File: src/rtl/led_matrix_pkg.sv
// Shared constants, scan-state encoding and the row one-hot helper for the LED matrix scanner.
package led_matrix_pkg;

  localparam int DEF_ROWS = 8;
  localparam int DEF_COLS = 8;
  localparam int MAX_ROWS = 32;

  typedef enum logic {
    SCAN_BLANK = 1'b0,
    SCAN_SHOW  = 1'b1
  } scan_state_e;

  // Callers truncate the result to their own row count.
  function automatic logic [MAX_ROWS-1:0] onehot(input logic [4:0] idx);
    return MAX_ROWS'(1) << idx;
  endfunction

endpackage

File: src/rtl/led_frame_buf.sv
// Double-buffered frame image: writes land in the back buffer, reads come from the front buffer.
module led_frame_buf
  import led_matrix_pkg::*;
#(
  parameter int ROWS = DEF_ROWS,
  parameter int COLS = DEF_COLS
) (
  input  logic                    clk,
  input  logic                    rst_n,
  input  logic                    wr_en,
  input  logic [$clog2(ROWS)-1:0] wr_row,
  input  logic [COLS-1:0]         wr_data,
  input  logic                    swap,
  input  logic                    rd_flip,
  input  logic [$clog2(ROWS)-1:0] rd_row,
  output logic [COLS-1:0]         rd_data
);

  localparam int RW = $clog2(ROWS);

  logic [COLS-1:0] mem0 [ROWS];
  logic [COLS-1:0] mem1 [ROWS];
  logic            front_sel;
  logic            wr_ok;

  generate
    if (ROWS == (2 ** RW)) begin : g_full_range
      assign wr_ok = 1'b1;
    end else begin : g_part_range
      assign wr_ok = (wr_row < RW'(ROWS));
    end
  endgenerate

  always_ff @(posedge clk or negedge rst_n) begin
    if (!rst_n) begin
      front_sel <= 1'b0;
      for (int r = 0; r < ROWS; r++) begin
        mem0[r] <= '0;
        mem1[r] <= '0;
      end
    end else begin
      if (swap) front_sel <= ~front_sel;
      if (wr_en && wr_ok) begin
        if (front_sel) mem0[wr_row] <= wr_data;
        else           mem1[wr_row] <= wr_data;
      end
    end
  end

  // rd_flip lets a row load on the swap cycle already see the incoming front buffer.
  assign rd_data = (front_sel ^ rd_flip) ? mem1[rd_row] : mem0[rd_row];

endmodule

File: src/rtl/led_matrix_scan.sv
// Row-scanning LED matrix driver advanced by rising edges of clk_div.
// LED_SCAN_GHOST_BLANK_EN inserts one blank step between rows (anti-ghosting).
//   state | meaning
//   BLANK | all rows off, waiting for the next step to load a row
//   SHOW  | row_ptr lit with front[row_ptr], dwelling SHOW_STEPS steps
module led_matrix_scan
  import led_matrix_pkg::*;
#(
  parameter int ROWS       = DEF_ROWS,
  parameter int COLS       = DEF_COLS,
  parameter int SHOW_STEPS = 4
) (
  input  logic                    clk,
  input  logic                    rst_n,
  input  logic                    clk_div,
  input  logic                    wr_en,
  input  logic [$clog2(ROWS)-1:0] wr_row,
  input  logic [COLS-1:0]         wr_data,
  input  logic                    swap_req,
  output logic [ROWS-1:0]         row_en,
  output logic [COLS-1:0]         col_data,
  output logic                    swap_pending,
  output logic                    frame_done
);

  localparam int RW = $clog2(ROWS);
  localparam int CW = (SHOW_STEPS > 1) ? $clog2(SHOW_STEPS) : 1;
  localparam logic [RW-1:0] LAST_ROW = RW'(ROWS - 1);
  localparam logic [CW-1:0] LAST_CNT = CW'(SHOW_STEPS - 1);
  localparam logic [0:0]    BLANK    = SCAN_BLANK;
  localparam logic [0:0]    SHOW     = SCAN_SHOW;

  logic            clk_div_q;
  logic            step;
  logic            dwell_end;
  logic            wrap;
  logic            swap_now;
  logic [0:0]      state;
  logic [RW-1:0]   row_ptr;
  logic [RW-1:0]   row_nxt;
  logic [RW-1:0]   rd_row;
  logic [CW-1:0]   cnt;
  logic [COLS-1:0] rd_data;

  assign step      = clk_div & ~clk_div_q;
  assign dwell_end = step && (state == SHOW) && (cnt == LAST_CNT);
  assign wrap      = dwell_end && (row_ptr == LAST_ROW);
  assign swap_now  = wrap && (swap_pending || swap_req);
  assign row_nxt   = (row_ptr == LAST_ROW) ? '0 : row_ptr + RW'(1);
  // From SHOW the only row ever loaded is the next one; from BLANK it is row_ptr.
  assign rd_row    = (state == SHOW) ? row_nxt : row_ptr;

  led_frame_buf #(
    .ROWS (ROWS),
    .COLS (COLS)
  ) u_frame_buf (
    .clk     (clk),
    .rst_n   (rst_n),
    .wr_en   (wr_en),
    .wr_row  (wr_row),
    .wr_data (wr_data),
    .swap    (swap_now),
    .rd_flip (swap_now),
    .rd_row  (rd_row),
    .rd_data (rd_data)
  );

  always_ff @(posedge clk or negedge rst_n) begin
    if (!rst_n) begin
      clk_div_q    <= 1'b0;
      state        <= BLANK;
      row_ptr      <= '0;
      cnt          <= '0;
      row_en       <= '0;
      col_data     <= '0;
      frame_done   <= 1'b0;
      swap_pending <= 1'b0;
    end else begin
      clk_div_q  <= clk_div;
      frame_done <= wrap;
      if (swap_now)      swap_pending <= 1'b0;
      else if (swap_req) swap_pending <= 1'b1;
      if (step) begin
        if (state == BLANK) begin
          state    <= SHOW;
          cnt      <= '0;
          row_en   <= ROWS'(onehot(5'(row_ptr)));
          col_data <= rd_data;
        end else if (cnt != LAST_CNT) begin
          cnt <= cnt + CW'(1);
        end else begin
          row_ptr <= row_nxt;
          cnt     <= '0;
`ifdef LED_SCAN_GHOST_BLANK_EN
          state    <= BLANK;
          row_en   <= '0;
          col_data <= '0;
`else
          row_en   <= ROWS'(onehot(5'(row_nxt)));
          col_data <= rd_data;
`endif
        end
      end
    end
  end

endmodule

File: config.mk
export PLATFORM = sky130hd
export DESIGN_NAME = led_matrix_scan
export DESIGN_NICKNAME = d
export VERILOG_FILES = /design/src/rtl/led_matrix_pkg.sv /design/src/rtl/led_frame_buf.sv /design/src/rtl/led_matrix_scan.sv
export SDC_FILE = /design/constraint.sdc
export NUM_CORES = 1
export LEC_CHECK = 0
export ABC_AREA = 1
export CAP_MARGIN = 25
export CELL_PAD_IN_SITES_DETAIL_PLACEMENT = 2
export CELL_PAD_IN_SITES_GLOBAL_PLACEMENT = 2
export CORE_MARGIN = 5
export CORE_UTILIZATION = 36
export CTS_CLUSTER_DIAMETER = 200
export CTS_CLUSTER_SIZE = 14
export DETAILED_ROUTE_END_ITERATION = 10
export PLACE_DENSITY_LB_ADDON = 0.1
export SLEW_MARGIN = 15
export SYNTH_ARGS = -nofsm -noshare
export SYNTH_HDL_FRONTEND = slang
export SYNTH_SLANG_ARGS = --single-unit
File: constraint.sdc
create_clock -name clk -period 2.5 [get_ports clk]
set_input_delay 0.375 -clock clk [delete_from_list [all_inputs] [get_ports clk]]
set_output_delay 0.375 -clock clk [all_outputs]
set_load 0.03 [all_outputs]
## Word-level counts from Yosys, hierarchy flattened

Index checks and enable logic that the tools add are counted.

- Register bits after elaboration: 154
- Input bits: 16
- Output and inout bits: 18
- Logic and storage cells: 75

- $add $sub $neg: 2
- Magnitude comparators: 3
- Equal/unequal tests: 4
- Shift operators: 2
- Muxes and demuxes: 21
- Bitwise operators: 7
- Reductions and logical operators: 11

Operators with widths:

| kind | count |
|---|---|
| bitwise mux 64 bit | 2 |
| two-way mux 8 bit | 10 |
| binary-select mux 8 bit (select 3 bit) | 2 |
| demux 8 bit (select 3 bit) | 1 |
| << shifter 1 x 3 -> 8 bit, first input constant | 2 |
| >= comparator 4 bit, second input constant | 2 |
| NOT 3 -> 4 bit | 2 |
| two-way mux 3 bit | 2 |
| AND reduction 2 bit | 3 |
| logical AND 1 bit | 5 |
| < comparator 4 x 1 -> 1 bit, second input constant | 1 |
| two-way mux 2 bit | 2 |
| != test 2 bit, second input constant | 2 |
| adder 3 x 1 -> 3 bit, second input constant | 1 |
| == test 3 bit, second input constant | 1 |
| NOT 1 bit | 3 |
| AND reduction 3 bit | 1 |
| adder 2 x 1 -> 2 bit, second input constant | 1 |
| == test 2 bit, second input constant | 1 |
| two-way mux 1 bit | 2 |
| nonzero test 2 bit | 1 |
| AND 1 bit | 1 |
| logical OR 1 bit | 1 |
| bitwise XOR 1 bit | 1 |

## Logic depth before layout (Yosys ltp)

Gate-level depths: netlist of the first run.

- Depth after elaboration: 10
- Mapped depth: 15
- Gate-level depth less buffers: 13

## Cells and area by module

Synthesis of the first run repeated with hierarchy kept, for this count alone.

- Cell total of the unflattened synthesis: 968
- Area, all modules: 7537.2 um^2

By module, submodules not included:

| module | times used | cells an instance | area each (um^2) | seq. area each (um^2) |
|---|---|---|---|---|
| led_frame_buf | 1 | 842 | 6329.8 | 3228.1 |
| led_matrix_scan | 1 | 126 | 1207.4 | 625.6 |

## Least setup slack after synthesis of the first run

Ideal clock, no wire load.

- Path kind: register -> register
- Start point: register row_ptr[0]
- End point: register col_data[5]
- Library setup time: 0.117 ns
- Data arrival time: 1.755 ns
- Required time: 2.383 ns
- Path slack: 0.629 ns
- Stages on the path, launching flop included: 14
- Buffers on the path: 1
- Period minus slack after synthesis: 1.871 ns
- Cells stage by stage: dfrtp_1 ha_1 ha_1 o21ai_2 nand2_4 buf_6 nand2_1 nand2_1 nand2_1 nand3_1 nand3_1 nand2_1 nand2_1 nand2_1

- Longest elaborated chain between the ends: 10
- Elaborated cells between the ends (all ways): 17
- Classes of those cells: add/sub: 1; eq/ne: 1; mux: 11; bitwise: 2; reduce/logical: 2

Ends and longest elaborated chain:

| what | line | RTL |
|---|---|---|
| from (decl) | led_matrix_scan.sv:39 | `logic [RW-1:0] row_ptr;` |
| from (signal assigned) | led_matrix_scan.sv:92 | `row_ptr <= row_nxt;` |
| adder 3 x 1 -> 3 bit or == test 3 bit (tied branches) | led_matrix_scan.sv:49, led_matrix_scan.sv:47 |  |
| two-way mux 3 bit | led_matrix_scan.sv:49 | `assign row_nxt = (row_ptr == LAST_ROW) ? '0 : row_ptr + RW'(1);` |
| two-way mux 3 bit | led_matrix_scan.sv:51 | `assign rd_row = (state == SHOW) ? row_nxt : row_ptr;` |
| NOT 3 -> 4 bit (implied by the code) | led_frame_buf.sv:51 | `assign rd_data = (front_sel ^ rd_flip) ? mem1[rd_row] : mem0[rd_row];` |
| binary-select mux 8 bit (select 3 bit) | led_frame_buf.sv:51 |  |
| two-way mux 8 bit (implied by the code) (2 in series) | led_frame_buf.sv:51 |  |
| two-way mux 8 bit * | led_frame_buf.sv:51 |  |
| two-way mux 8 bit | led_matrix_scan.sv:89 | `end else if (cnt != LAST_CNT) begin` |
| two-way mux 8 bit * | led_matrix_scan.sv:84 | `if (state == BLANK) begin` |
| to (signal assigned) | led_matrix_scan.sv:88 | `col_data <= rd_data;` |
| to (signal assigned) | led_matrix_scan.sv:100 | `col_data <= rd_data;` |
| to (decl) | led_matrix_scan.sv:21 | `output logic [COLS-1:0] col_data,` |

Mark *: on every way between the ends. The rest lies on a longest branch, timed or not. The select of a mux whose other input is x is not followed.
A chain may end at the register's enable or synchronous reset.

## Worst setup path after layout of the first run

- Start point: register row_ptr[0]
- End point: register col_data[3]

The elaborated chain is that of the path after synthesis.

==> reports/metrics.csv, run 1 <==
metric,value,unit
maximum root-to-sink buffer count,2,
ANT cells,0,
Netlist cell types,22,
hold slack,416,ps
Mapped Nets,934,
Mean Syn Cell Area,7.92,sq um
Die Ht,152,um
Max Slew Vio Count,0,
TritonCTS Sinks,154,
ratio of final minimum period to clock period,91.2,%
"Power, Total",11.0,mW
worst vdd ir,0.000645,V
final hold violation count,0,
drt first pass iters,4,
DR vias,6505,
CTS tree,done,
max cap viols,0,
share of cells above drive strength 1,8.84,%
post-route insts no fill,1226,
gr usage total,23.0,%
starting density of the core,36.9,%
DIE AREA,23100,sq um
placed insts,1193,
num rows,51,
min Tclk post-route,2280,ps
GPL Wtd Cong,0.827,
Starting DRT DRC Count,367,
post-CTS setup buffer count,0,
initial antenna violation count,0,
dpl ws,-10.0,ps
H-tree Lvls,4,
vias per cell,5.31,
largest net degree at the start of global routing,67,
PortBufs,33,
post-synthesis sequential area ratio,53.2,%
CTS root buffer,clkbuf_16,
Pleak,4.15,nW
# setup viols final,0,
actual slew at the worst max-slew pin,716,ps
nature of the critical path endpoint,flop,
design area,8580,sq um
CP arrival,2640,ps
DRC errors left,0,
Clock Latency Late Sink,430,ps
DP Area,7930,sq um
final WL,26.1,mm
vias in the first global route,7298,
I/O pin cnt,34,
WP data required,2860,ps
CP Class,flop to flop,
Detail Placement HPWL,17.7,mm
first-pass GRT wire length,42.1,mm
Core Area,19700,sq um
status,"complete, no violations",
Avg WL per Cell,21.3,um
Seq cells post-synth,154,
chip width,152,um
synthesized area,7240,sq um
Max Clk Rate,439,MHz
Slew headroom,52.3,%
yosys warns,0,
total CTS buffers,17,
Post-DRT Antenna Nets,0,
power density over cell area,1280,nW/um^2
fillcell total,2245,
# nets final,967,
cells after synthesis,915,
Hold WC Path Type,input pin to flop,
Crit Path Max Fanout,23,
grt total ovfl,0,
RSZ-0062 raised after global routing,no,
final setup margin,220,ps
Worst Clk Skew,11.2,ps
P&R area growth vs syn,18.4,%
CP Launch Type,flop,
"Reg clk slew, reported paths",70,ps
==> kinds of logic (layout without fill, tap and decap cells) <==
logic type / after synthesis / count (layout) / share of synthesized area [%]
AO/OA/AOI/OAI: 146 / 146 / 10.4
adder cells (fa/ha/maj): 3 / 3 / 0.518
buffers and inverters: 83 / 129 / 5.75
flip-flops: 154 / 154 / 53.2
AND/OR/NAND/NOR: 529 / 529 / 30.2
==> routing by layer <==
layer	wire length, um	global-route usage (%)	vias up
met5	0	0	-
met3	873	4.09	19
li1	-	-	3029
met1	11700	30.2	3360
met2	13100	40.1	97
met4	316	4.67	0
==> layout make-up <==
class	count	area (sq um)	area share (%)
inverter	30	113	1.31
clock inverter	13	163	1.90
multi-input combinational	678	2990	34.9
tap	265	332	3.87
sequential	154	3850	44.9
clock buffer	19	453	5.28
timing repair buffer	67	672	7.83
==> power by group <==
part | total, mW | switching (mW) | internal [mW]
Clock | 2.75 | 1.12 | 1.63
Sequential | 3.71 | 0.469 | 3.24
Combinational | 4.52 | 3.04 | 1.48
==> cells in the final DEF (no fill, tap or decap), drive strengths merged, types with 4 or more instances in the layout <==
| master | count |
|---|---|
| a21oi | 43 |
| nor2 | 54 |
| inv | 34 |
| nand2 | 357 |
| buf | 34 |
| dfrtp | 154 |
| nand3 | 112 |
| clkdlybuf4s50 | 32 |
| clkbuf | 19 |
| o21ai | 102 |
| nor3 | 4 |
==> what timing repair did <==
action	CTS	global route
pin swaps	0	0
endpoints found under the setup margin	4	8
hold buffers	1	0
resized for setup	2	6
endpoints found under the hold margin	5	0
==> per-stage QoR <==
step / setup TNS, ps / util (%)
2_1_floorplan: 0 / -
3_3_place_gp: 0 / 40.3
3_5_place_dp: -10.0 / 40.3
4_1_cts: 0 / 43.5
5_1_grt: 0 / 43.6
6_report: 0 / 43.6
==> worst paths after layout <==
check	from	slack [ps]	to	cells past startpoint
max	row_ptr[0]	220	col_data[3]	14
min	clk_div	420	clk_div_q	1
max reg2reg	row_ptr[0]	220	col_data[3]	14
min reg2reg	u_frame_buf.mem0[11]	480	u_frame_buf.mem0[11]	2
max in group asynchronous	rst_n	1240	u_frame_buf.mem1[30]	3
min in group asynchronous	rst_n	560	u_frame_buf.mem1[8]	2
==> sequential cells by signal, summed over array words and instances (netlist names) <==
name,cells
state,1
frame_done,1
clk_div_q,1
col_data,8
u_frame_buf.mem1,64
row_en,8
u_frame_buf.mem0,64
row_ptr,3
cnt,2
swap_pending,1
u_frame_buf.front_sel,1
==> critical path: stages (launching register included) <==
cell	delay [ps]
dfrtp_2	470
ha_1	240
ha_2	220
nor2_4	120
nand2_2	110
nand2_4	120
buf_12	170
nand2_1	70
nand2_1	60
nand2_1	50
nand3_1	140
nand3_1	100
nand2_1	120
nand2_1	90
nand2_1	80
==> synth_stat cells <==
cell	instances	area, sq um
nand3_2	1	10.0
o21ai_0	99	495
nor3_1	4	20.0
nand2_4	1	11.3
nor2_1	50	188
o21ai_2	2	17.5
buf_6	9	101
buf_2	21	105
nand4_1	1	6.26
nor4_4	1	21.3
o21ai_4	1	16.3
a31oi_1	1	6.26
nand2_1	351	1320
clkbuf_1	20	75.1
dfrtp_1	154	3850
nand3_1	111	556
nand2_2	5	31.3
buf_4	3	22.5
inv_1	30	113
nor2_2	4	25.0
ha_1	3	37.5
a21oi_1	43	215
Power figures use the tool's default switching activity.
==> run 2, diff against run 1 <==
--- a/config.mk
+++ b/config.mk
@@ -5,15 +5,15 @@
 export SDC_FILE = /design/constraint.sdc
 export NUM_CORES = 1
 export LEC_CHECK = 0
-export ABC_AREA = 1
 export CAP_MARGIN = 25
 export CELL_PAD_IN_SITES_DETAIL_PLACEMENT = 2
 export CELL_PAD_IN_SITES_GLOBAL_PLACEMENT = 2
 export CORE_MARGIN = 5
-export CORE_UTILIZATION = 36
+export CORE_UTILIZATION = 43
 export CTS_CLUSTER_DIAMETER = 200
 export CTS_CLUSTER_SIZE = 14
 export DETAILED_ROUTE_END_ITERATION = 10
+export MAX_ROUTING_LAYER = met4
 export PLACE_DENSITY_LB_ADDON = 0.1
 export SLEW_MARGIN = 15
 export SYNTH_ARGS = -nofsm -noshare
==> run 2 against run 1 <==
Power fell by 18%. Sequential power fell by 17%. Maximum frequency fell by 6.0%. Register-to-register slack got worse by 140 ps. Clock skew rose by 1.5 ps. Wire length fell by 20%. Worst setup slack got worse by 140 ps. Critical path depth fell by 6. Via count fell by 27%. Critical path type unchanged. Critical endpoint is now col_data[1]. Largest cell class unchanged.
==> reports/metrics.csv, run 2 <==
metric,value,unit
post-synth top area share,55.8,%
initial antenna violation count,0,
Worst path max stage delay,400,ps
final hold violation count,0,
num rows,46,
Seq cells post-synth,154,
CP Class,flop to flop,
most frequent cells in the layout,"dfrtp_1, mux2_2, a22oi_1, buf_4, clkdlybuf4s50_1",
post-synthesis sequential area ratio,55.8,%
Mapped Nets,546,
ANT cells,0,
critical path depth in cells,8,
GPL Wtd Cong,0.788,
Max Slew Vio Count,0,
Register-to-Register Path Depth,8,
CP bufs+invs,1,
CP Launch Type,flop,
starting density of the core,43.7,%
share of cells above drive strength 1,36.8,%
Post-synth EDFFs,0,
vias per cell,5.86,
Detail Placement HPWL,13.4,mm
ranking of synthesized cells by area,"dfrtp_1, mux2_2, a22oi_1",
Post-synth top cells,"dfrtp_1, mux2_2, a22oi_1",
chip width,137,um
# nets final,601,
DR vias,4754,
Core Area,15800,sq um
CTS root buffer,clkbuf_16,
"Slowest-stage cell, CP",o32ai_4,
largest area contributor in the netlist,dfrtp_1,
Die Ht,137,um
Hold WC Path Type,input pin to flop,
Post-DRT Antenna Nets,0,
DRC errors left,0,
# setup viols final,0,
synthesized area,6910,sq um
nature of the critical path endpoint,flop,
most frequent cell after synthesis,dfrtp_1,
TNS Setup,0,ps
DIE AREA,18700,sq um
"Critical Path, Cell by Cell",ha_1 > nand2b_1 > o32ai_4 > buf_4 > a22oi_1 > and3_1 > a211oi_1 > o22a_1,
max cap viols,0,
P&R area growth vs syn,20.9,%
Netlist cell types,43,
CP Launch Point,row_ptr[0],
"Reg clk slew, reported paths",60,ps
prevailing post-synth register cell,dfrtp_1,
Top delay family on crit path,compound AO/OA/AOI/OAI gates,
gr usage total,24.7,%
RSZ-0062 raised after global routing,yes,
drt first pass iters,5,
status,"complete, no violations",
total CTS buffers,17,
biggest regs,"u_frame_buf.mem0: 64 flops, u_frame_buf.mem1: 64 flops",
TritonCTS Sinks,154,
Post-Synth Adder-Cell Area,0.543,%
Crit Path Max Fanout,3,
multiplexer area fraction after synthesis,21.3,%
vias in the first global route,5524,
Worst Clk Skew,12.7,ps
cells after synthesis,527,
most common library cell in the layout ignoring fill and taps,dfrtp_1,
Avg WL per Cell,25.6,um
PortBufs,33,
H-tree Lvls,4,
yosys warns,0,
first-pass GRT wire length,33.3,mm
Post-Synth XOR/XNOR Area,0.235,%
final WL,20.8,mm
final core utilization,52.8,%
WP data required,2860,ps
Slew headroom,48.1,%
power density over cell area,1080,nW/um^2
maximum root-to-sink buffer count,2,
grt total ovfl,0,
Max Clk Rate,412,MHz
worst vdd ir,0.000522,V
Clock Latency Late Sink,430,ps
actual slew at the worst max-slew pin,777,ps
largest family of logic cells by synthesized area,multiplexers,
hold path startpoint,clk_div,
post-synthesis async set-or-reset flop share,100,%
ratio of final minimum period to clock period,97.0,%
CTS tree,done,
Pleak,3.65,nW
largest net degree at the start of global routing,98,
Mean Syn Cell Area,13.1,sq um
worst reg2reg path startpoint,row_ptr[0],
Post-Synth Simple-Gate Area,7.08,%
CP arrival,2790,ps
Starting DRT DRC Count,294,
Compound-Gate Fraction of Synth Area,12.1,%
Worst Hold Depth,1,
min Tclk post-route,2430,ps
I/O pin cnt,34,
-- run 2: cell count changes in the layout (fill, tap and decap cells not counted), moves of 28 or more --
| cell | previous run | this run |
|---|---|---|
| a21oi_1 | 43 | 13 |
| a22oi_1 | 0 | 53 |
| inv_1 | 30 | 2 |
| mux2_2 | 0 | 129 |
| nand2_1 | 350 | 26 |
| nand3_1 | 111 | 17 |
| nor2_1 | 49 | 16 |
| o21ai_0 | 99 | 2 |
-- run 2: metrics by stage --
stage                     hold slack, ps  setup slack, ps  instances  power, mW  instance area (sq um)
after floorplan                     79.4              283        527       4.93                   6910
after global placement               377              153        777       6.18                   7710
after detailed placement             384             65.9        777       6.32                   7710
after CTS                            464             55.0        810       9.10                   8350
after global routing                 476            -12.2        811       9.49                   8360
final                                474             74.9        811       9.04                   8360
-- run 2: kinds of logic after synthesis --
| group | after synthesis |
|---|---|
| simple gates | 90 |
| mux | 131 |
| buf+inv | 39 |
| flops | 154 |
| fa+ha+maj | 3 |
| compound gates | 109 |
| xor+xnor | 1 |
-- run 2: layout make-up --
class	count	area, sq um
Clock buffer	21	480
Clock inverter	11	143
Timing Repair Buffer	73	697
Fill cell	1522	7470
Inverter	2	7.51
Multi-Input combinational cell	334	2910
Tap cell	216	270
Sequential cell	154	3850
-- run 2: worst paths after layout --
check,slack [ps],endpoint
min in group asynchronous,480,cnt[1]
min reg2reg,480,row_en[0]
min,470,clk_div_q
max in group asynchronous,1510,u_frame_buf.mem1[46]
max,70,col_data[1]
max reg2reg,70,col_data[1]
-- run 2: repair_timing --
item,in CTS,in global routing
gates resized for setup,1,0
endpoints found under the setup margin,1,3
setup buffers,0,1
hold endpoints to repair,57,0
hold buffers,1,0
pin swaps,0,3
-- run 2: worst register-to-register path: cells and delay by family (launching register included) --
| kind | cells | cell delay (ps) |
|---|---|---|
| fa+ha+maj | 1 | 340 |
| buf+inv | 1 | 190 |
| flops | 1 | 390 |
| simple gates | 2 | 460 |
| compound gates | 4 | 980 |
-- run 2: metal layers --
| layer | GRT usage, % | share of wire (%) | wire length [um] | up-vias |
|---|---|---|---|---|
| li1 | - | - | - | 2082 |
| met1 | 29.4 | 41 | 8560 | 2532 |
| met5 | - | 0 | 0 | - |
| met3 | 4.52 | 3.5 | 725 | 38 |
| met2 | 42.9 | 53 | 11100 | 102 |
| met4 | 7.82 | 1.8 | 382 | 0 |
-- run 2: report_power, final --
group	internal [mW]	leakage, nW	switching [mW]
logic	1.25	1.35	2.01
registers	2.85	2.00	0.213
clock network	1.67	0.305	1.05
==> run 3, diff against run 2 <==
--- a/config.mk
+++ b/config.mk
@@ -11,7 +11,7 @@
 export CORE_MARGIN = 5
 export CORE_UTILIZATION = 43
 export CTS_CLUSTER_DIAMETER = 200
-export CTS_CLUSTER_SIZE = 14
+export CTS_CLUSTER_SIZE = 30
 export DETAILED_ROUTE_END_ITERATION = 10
 export MAX_ROUTING_LAYER = met4
 export PLACE_DENSITY_LB_ADDON = 0.1
==> results of run 3 <==
No change in the layout: final DEF, timing and power equal those of run 2.
